### config.mk
export PLATFORM = sky130hd
export DESIGN_NAME = sg_list_writer_128
export DESIGN_NICKNAME = d
export VERILOG_FILES = /design/src/rtl/sg_pkg.sv /design/src/rtl/sg_dword_packer.sv /design/src/rtl/sg_list_writer_128.sv
export SDC_FILE = /design/constraint.sdc
export NUM_CORES = 1
export LEC_CHECK = 0
export BUFFER_PORTS_ARGS = -buffer_cell sky130_fd_sc_hd__buf_2
export CAP_MARGIN = 20
export CORE_MARGIN = 2
export CORE_UTILIZATION = 30
export CTS_BUF_LIST = sky130_fd_sc_hd__clkbuf_16
export CTS_CLUSTER_DIAMETER = 80
export CTS_CLUSTER_SIZE = 25
export DETAILED_ROUTE_END_ITERATION = 10
export PLACE_DENSITY = 0.54
export SYNTH_ARGS = -nofsm -noshare
export SYNTH_HDL_FRONTEND = slang
export SYNTH_SLANG_ARGS = --single-unit
### constraint.sdc
create_clock -name CLK -period 4.6 [get_ports CLK]
set_clock_uncertainty 0.05 [all_clocks]
set_input_delay 0.69 -clock CLK [delete_from_list [all_inputs] [get_ports CLK]]
set_output_delay 0.69 -clock CLK [all_outputs]
set_load 0.01 [all_outputs]
### src/rtl/sg_pkg.sv
// Shared SG list writer definitions: element layout, accumulator depth,
// output-stage states and the DATA_EN clamp helper.
package sg_pkg;

    localparam int unsigned SG_ELEM_DWORDS = 4;
    localparam int unsigned SG_ACC_DWORDS  = 7;

    localparam int unsigned SG_ADDR_OFS = 0;
    localparam int unsigned SG_LEN_OFS  = 64;
    localparam int unsigned SG_RSVD_OFS = 96;

    typedef enum logic {
        OUT_EMPTY = 1'b0,
        OUT_FULL  = 1'b1
    } out_state_t;

    // DATA_EN codes above one full beat count as a full beat.
    function automatic logic [2:0] sg_clamp_en(input logic [2:0] en);
        return (en > 3'd4) ? 3'd4 : en;
    endfunction

endpackage

### src/rtl/sg_dword_packer.sv
// Seven-dword accumulator with fill counter: appends accepted dwords at the
// fill position and shifts down one element whenever the top consumes one.
module sg_dword_packer
    import sg_pkg::*;
(
    input  logic         i_clk,
    input  logic         i_rst_n,
    input  logic [127:0] i_data,
    input  logic [2:0]   i_en,
    input  logic         i_xfer,
    input  logic         i_move,
    input  logic         i_flush,
    output logic [2:0]   o_cnt,
    output logic [127:0] o_elem
);

    logic [32*SG_ACC_DWORDS-1:0] r_acc;
    logic [2:0]                  r_cnt;

    logic [32*SG_ACC_DWORDS-1:0] w_acc_nxt;
    logic [2:0]                  w_base;
    logic [2:0]                  w_cnt_nxt;

    // Shift happens first, so appended dwords land at the post-shift count.
    always_comb begin
        w_base    = i_move ? (r_cnt - 3'(SG_ELEM_DWORDS)) : r_cnt;
        w_acc_nxt = i_move ? (r_acc >> (32 * SG_ELEM_DWORDS)) : r_acc;
        if (i_xfer) begin
            for (int unsigned k = 0; k < SG_ELEM_DWORDS; k++) begin
                if ((k < 32'(i_en)) && ((32'(w_base) + k) < SG_ACC_DWORDS)) begin
                    w_acc_nxt[32 * (32'(w_base) + k) +: 32] = i_data[32 * k +: 32];
                end
            end
        end
        if (i_flush) begin
            w_cnt_nxt = '0;
        end else begin
            w_cnt_nxt = w_base + (i_xfer ? i_en : 3'd0);
        end
    end

    always_ff @(posedge i_clk or negedge i_rst_n) begin
        if (!i_rst_n) begin
            r_cnt <= '0;
        end else begin
            r_cnt <= w_cnt_nxt;
        end
    end

    always_ff @(posedge i_clk) begin
        r_acc <= w_acc_nxt;
    end

    assign o_cnt  = r_cnt;
    assign o_elem = r_acc[127:0];

endmodule

### src/rtl/sg_list_writer_128.sv
// SG list writer: packs incoming SG dwords into 4-dword elements for the SG
// buffer FIFO. Optional macro SG_WRITER_ZERO_LEN_FILTER_EN drops len==0 elements.
module sg_list_writer_128
    import sg_pkg::*;
#(
    parameter int C_DATA_WIDTH = 128
)
(
    input  logic                    CLK,
    input  logic                    RST_N,
    input  logic [C_DATA_WIDTH-1:0] DATA,
    input  logic [2:0]              DATA_EN,
    input  logic                    DATA_VALID,
    output logic                    DATA_READY,
    input  logic                    FLUSH,
    output logic [C_DATA_WIDTH-1:0] BUF_DATA,
    output logic                    BUF_DATA_WEN,
    input  logic                    BUF_DATA_FULL,
    output logic [31:0]             ELEM_CNT,
    output logic                    ERR_PARTIAL
);

    out_state_t         r_state;
    out_state_t         w_state_nxt;
    logic [127:0]       r_out_data;
    logic [31:0]        r_elem_cnt;
    logic               r_err;

    logic [2:0]         w_cnt;
    logic [127:0]       w_elem;
    logic [2:0]         w_en;
    logic               w_ready;
    logic               w_xfer;
    logic               w_wen;
    logic               w_move;
    logic               w_load;

    assign w_en    = sg_clamp_en(DATA_EN);
    assign w_ready = (w_cnt < 3'(SG_ELEM_DWORDS));
    assign w_xfer  = DATA_VALID & w_ready & ~FLUSH;
    assign w_wen   = (r_state == OUT_FULL) & ~BUF_DATA_FULL;
    assign w_move  = (w_cnt >= 3'(SG_ELEM_DWORDS)) & ((r_state == OUT_EMPTY) | w_wen);

    // A filtered element is still consumed from the accumulator, just never loaded.
`ifdef SG_WRITER_ZERO_LEN_FILTER_EN
    assign w_load = w_move & (w_elem[SG_LEN_OFS +: 32] != '0);
`else
    assign w_load = w_move;
`endif

    sg_dword_packer u_packer (
        .i_clk   (CLK),
        .i_rst_n (RST_N),
        .i_data  (DATA),
        .i_en    (w_en),
        .i_xfer  (w_xfer),
        .i_move  (w_move),
        .i_flush (FLUSH),
        .o_cnt   (w_cnt),
        .o_elem  (w_elem)
    );

    always_comb begin
        w_state_nxt = r_state;
        case (r_state)
            OUT_EMPTY: if (w_load) w_state_nxt = OUT_FULL;
            OUT_FULL:  if (w_wen && !w_load) w_state_nxt = OUT_EMPTY;
            default:   w_state_nxt = OUT_EMPTY;
        endcase
    end

    always_ff @(posedge CLK or negedge RST_N) begin
        if (!RST_N) begin
            r_state    <= OUT_EMPTY;
            r_elem_cnt <= '0;
            r_err      <= 1'b0;
        end else begin
            r_state <= w_state_nxt;
            r_err   <= FLUSH & (w_cnt != '0);
            if (w_wen) begin
                r_elem_cnt <= r_elem_cnt + 32'd1;
            end
        end
    end

    always_ff @(posedge CLK) begin
        if (w_load) begin
            r_out_data <= w_elem;
        end
    end

    assign DATA_READY   = w_ready;
    assign BUF_DATA     = r_out_data;
    assign BUF_DATA_WEN = w_wen;
    assign ELEM_CNT     = r_elem_cnt;
    assign ERR_PARTIAL  = r_err;

endmodule

======== Word level (Yosys, flattened, before mapping) ========
Index checks and enable logic that the tools add are counted.
storage, ports and cells
  logic and storage cells ................. 71
  flip-flop bits (word level) ............. 389
  bits of input ports ..................... 136
  output and inout bits ................... 163
operators by class
  reduce and logical (&&, ||, !) cells .... 7
  bitwise gates (word level) .............. 9
  multiplexer cells ....................... 20
  $add $sub $neg .......................... 10
  magnitude comparators ................... 11
  shifts and indexed selects .............. 8
operators with widths
  cell                                                                        number
  224-bit two-way mux                                                         9
  224-bit bitwise mux                                                         4
  32-bit by 34-bit variable shift with 224-bit output (first input constant)  4
  32-bit by 34-bit variable part select with 224-bit output                   4
  32-bit negator with 34-bit output                                           3
  32-bit by 3-bit < comparator with 1-bit output (second input constant)      3
  8-bit negator with 34-bit output                                            1
  32-bit by 1-bit adder with 32-bit output (second input constant)            1
  3-bit two-way mux                                                           4
  3-bit by 2-bit adder with 4-bit output (second input constant)              2
  1-bit by 3-bit < comparator with 1-bit output (first input constant)        2
  2-bit by 3-bit < comparator with 1-bit output (first input constant)        2
  3-bit < comparator (second input constant)                                  2
  1-bit bitwise AND                                                           5
  1-bit logical AND                                                           5
  3-bit by 1-bit adder with 4-bit output (second input constant)              1
  3-bit adder                                                                 1
  3-bit >= comparator (second input constant)                                 1
  3-bit greater-than comparator (second input constant)                       1
  1-bit inverter                                                              3
  3-bit nonzero test                                                          1
  3-bit subtractor (second input constant)                                    1
  1-bit two-way mux                                                           2
  1-bit case mux with 2 select lines                                          1
  other kinds (2)                                                             2

======== Longest topological paths before layout ========
  depth in word-level cells ............... 19
  depth in mapped cells ................... 18
  mapped depth without buffers ............ 11

======== Modules after synthesis ========
From an unflattened synthesis, not the netlist that was laid out.
unflattened totals
  cell total of the unflattened synthesis .. 2708
  area total of the unflattened synthesis .. 23636.4 um^2
modules (own cells, without submodules)
  module              sequential area each (um^2)  cells each  area an instance (um^2)  instances
  sg_dword_packer     4559.4                       2451        18263.8                  1
  sg_list_writer_128  4694.5                       257         5372.7                   1

======== Worst setup path before layout ========
OpenSTA, ideal clock, no wires.
  path kind ............................... input port to flip-flop
  start ................................... input BUF_DATA_FULL
  end ..................................... register u_packer.r_acc[24]
  stages on the path ...................... 9
  path buffers ............................ 2
  setup slack ............................. 0.819 ns
  data arrival time ....................... 3.600 ns
  required time ........................... 4.419 ns
  setup time .............................. 0.131 ns
  cells stage by stage .................... nand2_1 -> nand2_1 -> inv_2 -> buf_2 -> buf_2 -> mux2i_1 -> nor2_1 -> a221oi_1 -> o21ai_0
between the ends
  word-level cells in the longest chain between the ends .. 19
  elaborated cells on any way between the ends .. 41
  classes of those cells .................. add/sub: 7; order compare: 4; shift: 8; mux: 14; bitwise: 4; reduce/logical: 4
ends and longest elaborated chain
  what                                                                                        RTL line                  RTL
  start: declaration                                                                          sg_list_writer_128.sv:18  input logic BUF_DATA_FULL,
  1-bit inverter (*)                                                                          sg_list_writer_128.sv:41  assign w_wen = (r_state == OUT_FULL) & ~BUF_DATA_FULL;
  1-bit bitwise AND (*)                                                                       sg_list_writer_128.sv:41
  1-bit bitwise OR (*)                                                                        sg_list_writer_128.sv:42  assign w_move = (w_cnt >= 3'(SG_ELEM_DWORDS)) & ((r_state == OUT_EMPTY) | w_wen);
  1-bit bitwise AND (*)                                                                       sg_list_writer_128.sv:42
  net u_packer.i_move                                                                         sg_dword_packer.sv:11     input logic i_move,
  parallel branches: the longest is 14 deep, another holds 32-bit negator with 34-bit output  --
  224-bit two-way mux (*)                                                                     sg_dword_packer.sv:28     if (i_xfer) begin
  net u_packer.w_acc_nxt[24]                                                                  sg_dword_packer.sv:20     logic [32*SG_ACC_DWORDS-1:0] w_acc_nxt;
  end signal: assignment                                                                      sg_dword_packer.sv:51     r_acc <= w_acc_nxt;
  end: declaration                                                                            sg_dword_packer.sv:17     logic [32*SG_ACC_DWORDS-1:0] r_acc;
Mark *: on every way through the listed nets, which the timed path passes. The select of a mux whose other input is x is not followed.
A chain may end at the register's enable or synchronous reset.

======== Worst setup path after layout ========
  start ................................... register u_packer.r_cnt[2] (netlist: u_packer.o_cnt[2])
  end ..................................... register u_packer.r_acc[206]
between the ends
  word-level cells in the longest chain between the ends .. 17
  elaborated cells on any way between the ends .. 43
  classes of those cells .................. add/sub: 8; order compare: 6; shift: 8; mux: 14; bitwise: 3; reduce/logical: 4
ends and longest elaborated chain
  what                                                                                        RTL line               RTL
  start: declaration                                                                          sg_dword_packer.sv:18  logic [2:0] r_cnt;
  start signal: assignment                                                                    sg_dword_packer.sv:46  r_cnt <= w_cnt_nxt;
  parallel branches: the longest is 16 deep, another holds 32-bit negator with 34-bit output  --
  224-bit two-way mux (*)                                                                     sg_dword_packer.sv:28
  net u_packer.w_acc_nxt[206]                                                                 sg_dword_packer.sv:20
Marked as above.

==> results.sh <==
export IMPL_avgSynthCellArea_um2=8.27
export IMPL_final_layout_size_suffix_gt1_share_pct=18.0
export IMPL_cts_resized_gates=0
export IMPL_start_util_pct=30.3
export IMPL_ys_seq_area_share_pct=40.1
export IMPL_rsz0062_at_grt="false"
export IMPL_cts_root_buf="clkbuf_16"
export IMPL_synth_area_leader_cell="dfxtp_1"
export IMPL_synthesis_area_mm2=0.0231
export IMPL_grt_pass1_wl_um=158000
export IMPL_cts_htree_levels=1
export IMPL_die_height_um=281
export IMPL_drt_iter0_markers=3130
export IMPL_antenna_found_initial=10
export IMPL_routed_wl_met3_um=10500
export IMPL_dpl_cell_area_mm2=0.0260
export IMPL_yosys_top_cells_area="dfxtp_1, edfxtp_1, nand2_1, a21oi_1, a211oi_1"
export IMPL_grt_total_usage_pct=26.5
export IMPL_viasPerCell=6.15
export IMPL_regArea_mm2=0.00925
export IMPL_cts_setup_buffers=0
export IMPL_nNetsFinal=3087
export IMPL_grt_max_degree=105
export IMPL_synth_edff_count=128
export IMPL_status="completed"
export IMPL_cts_buffer_depth=3
export IMPL_rows=101
export IMPL_start_kind="register"
export IMPL_period_needed_ns=3.89
export IMPL_yosysWarnings=0
export IMPL_path_class="reg2reg"
export IMPL_grt_overflow_total=0
export IMPL_fin_crit_sh_pct=84.5
export IMPL_tns_ns=0
export IMPL_ctsHoldBuffers=0
export IMPL_ios=299
export IMPL_leakage_nw=9.92
export IMPL_die_area_mm2=0.0792
export IMPL_finalSetupViolations=0
export IMPL_vias=24500
export IMPL_final_area_mm2=0.0269
export IMPL_p_per_area_mw_per_mm2=337
export IMPL_drcViolationCount=0
export IMPL_cts_tree="built"
export IMPL_hpwl_um=70700
export IMPL_syn_to_final_growth_pct=16.8
export IMPL_ant_nets=0
export IMPL_dr_pass1_iters=7
export IMPL_clk_pin_slew_ns=0.09
export IMPL_async_flop_share_pct=9.51
export IMPL_critical_path_required_ns=5.09
export IMPL_synth_net_count=2943
export IMPL_worst_slew_pin_transition_ns=1.11
export IMPL_clock_sinks=389
export IMPL_ys_types=62
export IMPL_finalHoldViolCount=0
export IMPL_first_global_vias=22800
export IMPL_slew_limit_headroom_pct=26.2
export IMPL_routed_wl_um=109000
export IMPL_clock_latency_ns=0.63
export IMPL_ys_ff_latch=389
export IMPL_wl_per_cell_um=27.3
export IMPL_fillCellCount=7978
export IMPL_met1_length_um=45000
export IMPL_fin_ws_ns=0.713
export IMPL_arrival_ns=4.38
export IMPL_critPathMaxFanout=31
export IMPL_maxCapViolations=0
export IMPL_top_layer_used="met5"
export IMPL_cts_made_buffers=27
export IMPL_routabilityCongestion=0.908
export IMPL_synthFlopType="dfxtp_1"
export IMPL_slew_violations=0
export IMPL_fmax_ghz=0.257
export IMPL_die_x_um=281
export IMPL_cp_end_kind="register"
export IMPL_multi_input_area_mm2=0.0129
export IMPL_ir_drop_mv=0.303
export IMPL_wl_met2_um=49000
export IMPL_io_buffers=298
export IMPL_synthCells=2789
export IMPL_core_area_mm2=0.0761
export IMPL_dpl_worst_slack_ns=0.518
export IMPL_holdCritPathClass="in2async"
export IMPL_yosysTopAreaCellShare_pct=19.4
## worst paths after layout
check / slack (ns) / startpoint / cells past startpoint / end
max: 0.71 / u_packer.o_cnt[2] / 11 / u_packer.r_acc[206]
min reg2reg: 0.37 / u_packer.r_acc[44] / 0 / BUF_DATA[44]
min: 0.12 / RST_N / 1 / u_packer.o_cnt[1]
max reg2reg: 0.71 / u_packer.o_cnt[2] / 11 / u_packer.r_acc[206]
min in group CLK: 0.29 / DATA[76] / 3 / u_packer.r_acc[12]
max in group asynchronous: 3.85 / RST_N / 1 / u_packer.o_cnt[2]
## final cells by class
cell class              count  share of cell area (%)
well taps                1030                    4.78
diodes                      4                  0.0371
inverters                   7                   0.125
multi-input cells        2110                    47.8
clock buffers              27                    2.51
repair buffers            398                    9.43
flip-flops and latches    389                    34.3
clock inverters            23                    1.02
## sequential cells by signal, indices dropped and copies added, names as in the netlist
name	flops
u_packer.r_acc	224
BUF_DATA	128
ELEM_CNT	32
u_packer.o_cnt	3
ERR_PARTIAL	1
r_state	1
## metrics by stage
step                      power [mW]  util, %  std cells  hold slack [ns]
after global placement          6.39     34.2       3934            0.367
after floorplan                 5.56        -       2789            0.344
after detailed placement        6.38     34.2       3934            0.363
after CTS                       9.11     35.4       3984            0.141
final                           9.09     35.4       3988            0.124
after global routing            9.48     35.4       3988            0.180
## cell usage in the layout (no fill, tap or decap), drive strengths merged, types with 11 or more instances in the layout
| cell | count |
|---|---|
| a211oi | 190 |
| nand3 | 218 |
| a221oi | 64 |
| dfxtp | 224 |
| edfxtp | 128 |
| a32oi | 33 |
| nand4 | 24 |
| inv | 18 |
| clkinv | 11 |
| nor2 | 94 |
| xnor2 | 28 |
| a21o | 44 |
| buf | 398 |
| o22ai | 89 |
| o21ai | 248 |
| a21oi | 289 |
| mux2i | 97 |
| dfrtp | 37 |
| and3 | 76 |
| a221o | 31 |
| ha | 17 |
| and2 | 11 |
| o211ai | 62 |
| nand2 | 386 |
| nor2b | 35 |
| clkbuf | 27 |
## worst max-delay path, stage by stage, from the launching register on
cell	delay, ns
dfrtp_1	0.52
and3_1	0.40
ha_1	0.48
nand2_1	0.28
ha_1	0.37
o21a_1	0.20
nand4_1	0.22
nor4b_4	0.27
buf_4	0.52
nand2_1	0.11
a221o_1	0.33
nand3_1	0.06
## power breakdown
group / internal, mW / switching [mW] / total [mW]
logic: 0.770 / 1.21 / 1.98
registers: 4.03 / 0.367 / 4.40
clock network: 1.18 / 1.54 / 2.72
total: 5.98 / 3.11 / 9.09
## layer usage
| metal | vias to the layer above | GRT usage, % |
|---|---|---|
| met2 | 1557 | 41.3 |
| met4 | 6 | 11.0 |
| met3 | 272 | 4.57 |
| li1 | 10800 | - |
| met5 | - | 0 |
| met1 | 11900 | 36.1 |
## cells by family after synthesis
| logic type | share of synthesized area (%) |
|---|---|
| AOI/OAI and AO/OA | 30.1 |
| and+or+nand+nor | 18.1 |
| DFF | 40.1 |
| buffers and inverters | 5.07 |
| muxes | 4.26 |
| xor gates and xnor gates | 1.33 |
| adders and majority gates | 1.01 |
## cell usage after synthesis (34+ instances only)
master / number
dfrtp_1: 37
o21ai_0: 214
nor2b_1: 35
and3_1: 76
nor2_1: 94
nand2_1: 386
nand3_1: 218
a211oi_1: 160
a21o_1: 44
edfxtp_1: 128
buf_2: 36
a221oi_1: 64
o21ai_1: 34
a21oi_1: 289
mux2i_1: 97
o22ai_1: 89
dfxtp_1: 224
clkbuf_1: 229
o211ai_1: 62
No activity file was read; power rests on OpenSTA's default activity.
